## src/rtl/run_controller_pkg.sv

```systemverilog
// Shared run-control types: run states, halt causes and CPU error bit positions.
package run_controller_pkg;

  localparam int unsigned RUN_RESET_CYCLES = 2;
  localparam int unsigned RUN_COUNT_WIDTH  = 32;

  typedef enum int unsigned {
    CPU_ERR_DECODER = 0,
    CPU_ERR_ALU     = 1
  } cpu_error_bit_e;

  typedef enum logic [2:0] {
    ST_RESET_HOLD = 3'd0,
    ST_RUN        = 3'd1,
    ST_STEP_WAIT  = 3'd2,
    ST_DRAIN      = 3'd3,
    ST_HALTED     = 3'd4,
    ST_ERROR      = 3'd5
  } run_state_e;

  typedef enum logic [1:0] {
    HC_NONE    = 2'd0,
    HC_EBREAK  = 2'd1,
    HC_ERROR   = 2'd2,
    HC_TIMEOUT = 2'd3
  } halt_cause_e;

endpackage

```

## src/rtl/run_controller_saturating_counter.sv

```systemverilog
// Up-counter with synchronous clear that sticks at all-ones instead of wrapping.
module saturating_counter #(
  parameter int unsigned WIDTH = 32
) (
  input  logic             clk,
  input  logic             clear,
  input  logic             en,
  output logic [WIDTH-1:0] count
);

  always_ff @(posedge clk) begin
    if (clear) begin
      count <= '0;
    end else if (en && (count != {WIDTH{1'b1}})) begin
      count <= count + WIDTH'(1);
    end
  end

endmodule

```

## src/rtl/run_controller.sv

```systemverilog
// CPU run control: reset sequencing, free/step clock enable, EBREAK drain,
// error and cycle-budget halts with latched cause, error bits and cycle count.
module run_controller
  import run_controller_pkg::*;
#(
  parameter int unsigned RESET_CYCLES = RUN_RESET_CYCLES,
  parameter int unsigned ERROR_WIDTH  = 2,
  parameter int unsigned COUNT_WIDTH  = RUN_COUNT_WIDTH,
  parameter int unsigned MAX_CYCLES   = 0
) (
  input  logic                   clk,
  input  logic                   reset,
  input  logic                   run_mode,
  input  logic                   step_req,
  input  logic                   cpu_stop,
  input  logic [ERROR_WIDTH-1:0] cpu_error,
  output logic                   cpu_reset,
  output logic                   cpu_clk_en,
  output logic [2:0]             state,
  output logic [1:0]             halt_cause,
  output logic [ERROR_WIDTH-1:0] error_latched,
  output logic [COUNT_WIDTH-1:0] cycle_count,
  output logic                   done
);

  localparam int unsigned HOLD_W = (RESET_CYCLES > 1) ? $clog2(RESET_CYCLES) : 1;
  localparam logic [HOLD_W-1:0]      HOLD_INIT  = HOLD_W'(RESET_CYCLES - 1);
  localparam logic [COUNT_WIDTH-1:0] LAST_CYCLE = COUNT_WIDTH'(MAX_CYCLES - 1);
  localparam bit                     TIMEOUT_ON = (MAX_CYCLES != 0);

  run_state_e        cur_state;
  run_state_e        nxt_state;
  run_state_e        mode_state;
  halt_cause_e       cause_q;
  halt_cause_e       nxt_cause;
  logic [HOLD_W-1:0] hold_cnt;
  logic              clk_en;
  logic              set_cause;
  logic              err_hit;
  logic              grant;

  // Next state and clock enable; a halt decision never grants an extra cycle.
  always_comb begin
    nxt_state  = cur_state;
    nxt_cause  = HC_NONE;
    clk_en     = 1'b0;
    set_cause  = 1'b0;
    err_hit    = 1'b0;
    mode_state = run_mode ? ST_STEP_WAIT : ST_RUN;
    grant      = (cur_state == ST_RUN) || ((cur_state == ST_STEP_WAIT) && step_req);
    unique case (cur_state)
      ST_RESET_HOLD: begin
        clk_en = 1'b1;
        if (hold_cnt == '0) nxt_state = mode_state;
      end
      ST_RUN, ST_STEP_WAIT: begin
        if (cpu_error != '0) begin
          nxt_state = ST_ERROR;
          nxt_cause = HC_ERROR;
          set_cause = 1'b1;
          err_hit   = 1'b1;
        end else if (!grant) begin
          nxt_state = mode_state;
        end else begin
          clk_en = 1'b1;
          if (cpu_stop) begin
            nxt_state = ST_DRAIN;
          end else if (TIMEOUT_ON && (cycle_count == LAST_CYCLE)) begin
            nxt_state = ST_HALTED;
            nxt_cause = HC_TIMEOUT;
            set_cause = 1'b1;
          end else begin
            nxt_state = mode_state;
          end
        end
      end
      ST_DRAIN: begin
        nxt_state = ST_HALTED;
        nxt_cause = HC_EBREAK;
        set_cause = 1'b1;
      end
      default: begin
        nxt_state = cur_state;
      end
    endcase
  end

  always_ff @(posedge clk) begin
    if (reset) cur_state <= ST_RESET_HOLD;
    else       cur_state <= nxt_state;
  end

  // Reset-hold countdown and latched halt reporting.
  always_ff @(posedge clk) begin
    if (reset) begin
      hold_cnt      <= HOLD_INIT;
      cause_q       <= HC_NONE;
      error_latched <= '0;
      done          <= 1'b0;
    end else begin
      if ((cur_state == ST_RESET_HOLD) && (hold_cnt != '0)) hold_cnt <= hold_cnt - HOLD_W'(1);
      if (set_cause) cause_q <= nxt_cause;
      if (err_hit) error_latched <= cpu_error;
      done <= set_cause;
    end
  end

  saturating_counter #(
    .WIDTH(COUNT_WIDTH)
  ) u_cycle_counter (
    .clk   (clk),
    .clear (reset),
    .en    (clk_en && (cur_state != ST_RESET_HOLD)),
    .count (cycle_count)
  );

  // The CPU sees reset on live clock edges as soon as reset is asserted.
  assign cpu_reset  = reset || (cur_state == ST_RESET_HOLD);
  assign cpu_clk_en = reset || clk_en;
  assign state      = cur_state;
  assign halt_cause = cause_q;

endmodule

```

## config.mk

```make
export PLATFORM = sky130hd
export DESIGN_NAME = run_controller
export DESIGN_NICKNAME = d
export VERILOG_FILES = /design/src/rtl/run_controller_pkg.sv /design/src/rtl/run_controller_saturating_counter.sv /design/src/rtl/run_controller.sv
export SDC_FILE = /design/constraint.sdc
export NUM_CORES = 1
export LEC_CHECK = 0
export CELL_PAD_IN_SITES_DETAIL_PLACEMENT = 1
export CELL_PAD_IN_SITES_GLOBAL_PLACEMENT = 1
export CORE_MARGIN = 3
export CORE_UTILIZATION = 33
export CTS_CLUSTER_DIAMETER = 200
export DETAILED_ROUTE_END_ITERATION = 12
export PLACE_DENSITY_LB_ADDON = 0.1
export SETUP_SLACK_MARGIN = 0.5
export SYNTH_ARGS = -nofsm -noshare
export SYNTH_HDL_FRONTEND = slang
export SYNTH_SLANG_ARGS = --single-unit
```

## constraint.sdc

```tcl
create_clock -name clk -period 1.8 [get_ports clk]
set_input_delay 0.18 -clock clk [delete_from_list [all_inputs] [get_ports clk]]
set_output_delay 0.18 -clock clk [all_outputs]
set_load 0.02 [all_outputs]
```

==> qor.csv <==
stage,metric,value,unit
run_status,status,"complete, but fails checks",
run_status,violations in the final reports,setup timing,
placement,placement-stage worst setup slack,-0.451,ns
floorplan,I/O pins,49,
power,Sw Share,0.332,
final_layout,Layout area overhead,89.6,%
detailed_routing,Routed WL,11100,um
timing,Worst-Margin Slew,0.564,ns
final_layout,share of cells above drive strength 1,0.557,
detailed_routing,antenna violation net count after detailed routing,0,
yosys,synthesized area per cell,8.30,um^2
power,cell-internal power,1.58,mW
yosys,Synth Instances,262,
worst_setup_path,CP Data Required Time,2.03,ns
cts,htree depth,2,
global_route,met2 usage,0.426,
worst_setup_path,CP Class,flop to flop,
run,Max-Cap Viols,0,
cts,CTS tree,yes,
yosys,ys flop type,dfxtp_1,
floorplan,Starting Density,0.353,
placement,post-DP HPWL,5730,um
yosys,Syn. warnings,0,
timing,final worst setup slack,-0.216,ns
global_route,grt peak-use layer,met2,
timing,"Setup violations, final",26,
floorplan,Die X,87.2,um
final_layout,fin nets,422,
detailed_routing,Via Count,2770,
detailed_routing,DRT Pass-1 Iters,4,
yosys,Synth async-reset ratio,0,
cts,Post-CTS Hold Fix Bufs,0,
timing,Tcrit/Tclk final,1.12,
final_layout,Ant. Diodes,0,
global_route,number of global-route vias before repair,2889,
power,Total Power,2.37,mW
final_layout,Multi-input gate area,1680,um^2
power,Max VDD drop,0.000525,V
timing,Final Hold Fails,0,
final_layout,FF+latch area,910,um^2
detailed_routing,DR WL/cell,22.6,um
placement,GP Congestion,0.808,
worst_hold_path,Min-Delay Path Class,primary input to flop,
global_route,first-pass GRT wire length,14500,um
detailed_routing,routed vias/inst,5.65,
power,power density over the cells,574,nW/um^2
power,Comb pwr share,0.306,
final_layout,"Core Util, Final",0.669,
power,Leak Pwr,1.78,nW
timing,final setup skew,0.0117,ns
placement,I/O Buffers,48,
timing,max frequency,496,MHz
worst_setup_path,CP max FO,7,
cts,CTS buffer count,5,
detailed_routing,drt drc,0,
yosys,Post-synth EDFFs,0,
floorplan,die area,7600,um^2
yosys,syn nets,270,
yosys,Synth cell types,46,
timing,Final min period,2.02,ns
global_route,met3 Use GR,0.0492,
floorplan,row count,28,
global_route,GR Util met1,0.292,
timing,Max Slew Vio Count,0,
power,clock share of power,0.276,
cts,Longest Clk Path Bufs,2,
yosys,Yosys reg bits,41,
cts,CTS root buf,clkbuf_8,
worst_setup_path,Critical Path AT,2.25,ns
worst_setup_path,crit start category,flop,
yosys,Mapped Area,2180,um^2
power,share of power burned in registers,0.418,
timing,RSZ-0062 raised after global routing,true,
floorplan,Core ar.,6170,um^2
floorplan,die height,87.2,um
timing,Rel. slew slack,0.624,
detailed_routing,Initial DRC Count,132,
yosys,"Seq/Total Area, Yosys",0.377,
cts,clk_lat worst skew,0.30,ns
cts,clk sinks,41,
global_route,initial antenna violation count,0,
power,P_sw,787,uW
global_route,GRT overflow,0,
final_layout,fill count,684,
global_route,largest net degree at the start of global routing,49,
cts,"Clk pin slew, worst setup/hold paths",0.09,ns
worst_setup_path,CP Capture Type,flop,
global_route,GRT Overall Usage,0.245,
cell usage after synthesis (4+ instances only):
master,instances,area (um^2)
dfxtp_1,41,821
nor2_1,33,124
a21oi_1,18,90.1
xnor2_1,15,131
nand2_1,14,52.6
nand4_1,13,81.3
nand3_1,12,60.1
a211oi_1,10,75.1
inv_1,9,33.8
clkbuf_1,7,26.3
o21ai_0,7,35.0
a2111oi_0,6,52.6
nand2b_1,6,37.5
nor2b_1,6,37.5
and4_1,5,43.8
buf_2,5,25.0
mux2_2,5,56.3
nor3_1,5,25.0
or3_1,4,25.0
worst max-delay path, cell delays in order (launching register included):
cell	delay, ns
dfxtp_4	0.37
ha_4	0.15
nand3_4	0.09
nor4_4	0.36
or3b_4	0.47
or3_1	0.36
a21oi_2	0.14
through the flow:
stage          cells  TNS (ns)  hold slack, ns  cell area, um^2
5_1_grt          490     -5.16           0.364             4130
3_5_place_dp     458     -8.03           0.454             3570
3_3_place_gp     458     -5.80           0.444             3570
2_1_floorplan    262    -0.645           0.339             2430
6_report         490     -2.59           0.352             4130
4_1_cts          477    -0.666           0.416             3910
metal layers:
metal  routed length [um]  vias to the layer above
li1                     -                     1261
met1                 4440                     1381
met2                 5890                      100
met3                  441                       28
met4                  310                        0
met5                    0                        -
power groups by stage:
stage / Combinational [mW] / Clock (mW) / Sequential, mW
CTS: 0.584 / 0.652 / 0.979
detailed placement: 0.530 / 0 / 0.997
global route: 0.764 / 0.701 / 0.992
finish: 0.724 / 0.654 / 0.990
global placement: 0.514 / 0 / 0.994
floorplan: 0.273 / 0 / 1.03
cells by family (layout without fill, tap and decap cells):
| family | count (synthesis) | in the layout | synth area share |
|---|---|---|---|
| buffers and inverters | 22 | 175 | 0.0408 |
| adders and majority gates | 1 | 1 | 0.00575 |
| AOI/OAI and AO/OA | 56 | 56 | 0.171 |
| xor gates and xnor gates | 16 | 16 | 0.0644 |
| and+or+nand+nor | 120 | 120 | 0.310 |
| muxes | 6 | 6 | 0.0305 |
| DFF | 41 | 41 | 0.377 |
flip-flops by register name, summed over array words and instances (netlist names):
register               count
state                      3
halt_cause                 2
done                       1
error_latched              2
hold_cnt                   1
u_cycle_counter.count     32
path summary, 6_finish.rpt:
check / from / end / slack (ns) / cells after the start
worst max-delay path: u_cycle_counter.count[1] / u_cycle_counter.count[18] / -0.22 / 6
worst min-delay path: cpu_error[0] / error_latched[0] / 0.35 / 3
worst max register to register: u_cycle_counter.count[1] / u_cycle_counter.count[18] / -0.22 / 6
worst min register to register: halt_cause[1] / halt_cause[1] / 0.47 / 2
placed cells by master, fill, tap and decap left out, types with 6 or more instances in the layout:
cell / Yosys / layout
dlygate4sd2_1: 0 / 13
clkbuf_2: 0 / 8
clkdlybuf4s15_1: 0 / 13
a21oi_2: 0 / 8
clkbuf_8: 0 / 6
buf_2: 5 / 6
dfxtp_1: 41 / 6
xnor2_1: 15 / 13
dfxtp_2: 0 / 17
a21oi_1: 18 / 10
inv_1: 9 / 9
nand4_1: 13 / 13
nand3_1: 12 / 9
o21ai_0: 7 / 6
buf_6: 0 / 22
buf_4: 0 / 89
nand2_1: 14 / 13
dfxtp_4: 0 / 18
nor2_1: 33 / 30
repair_timing:
| item | CTS | global route |
|---|---|---|
| setup endpoints to repair | 76 | 64 |
| buffers inserted | 11 | 12 |
| pin swaps | 23 | 15 |
| cloned | 0 | 1 |
| gates resized for setup | 125 | 55 |
| endpoints found under the hold margin | 0 | 0 |
cell type report:
type,count,area share
Inverter,9,0.00819
Tap cell,75,0.0227
Sequential cell,41,0.220
Clock buffer,8,0.0218
Timing Repair Buffer,158,0.320
Multi-Input combinational cell,199,0.406
Power figures use the tool's default switching activity.
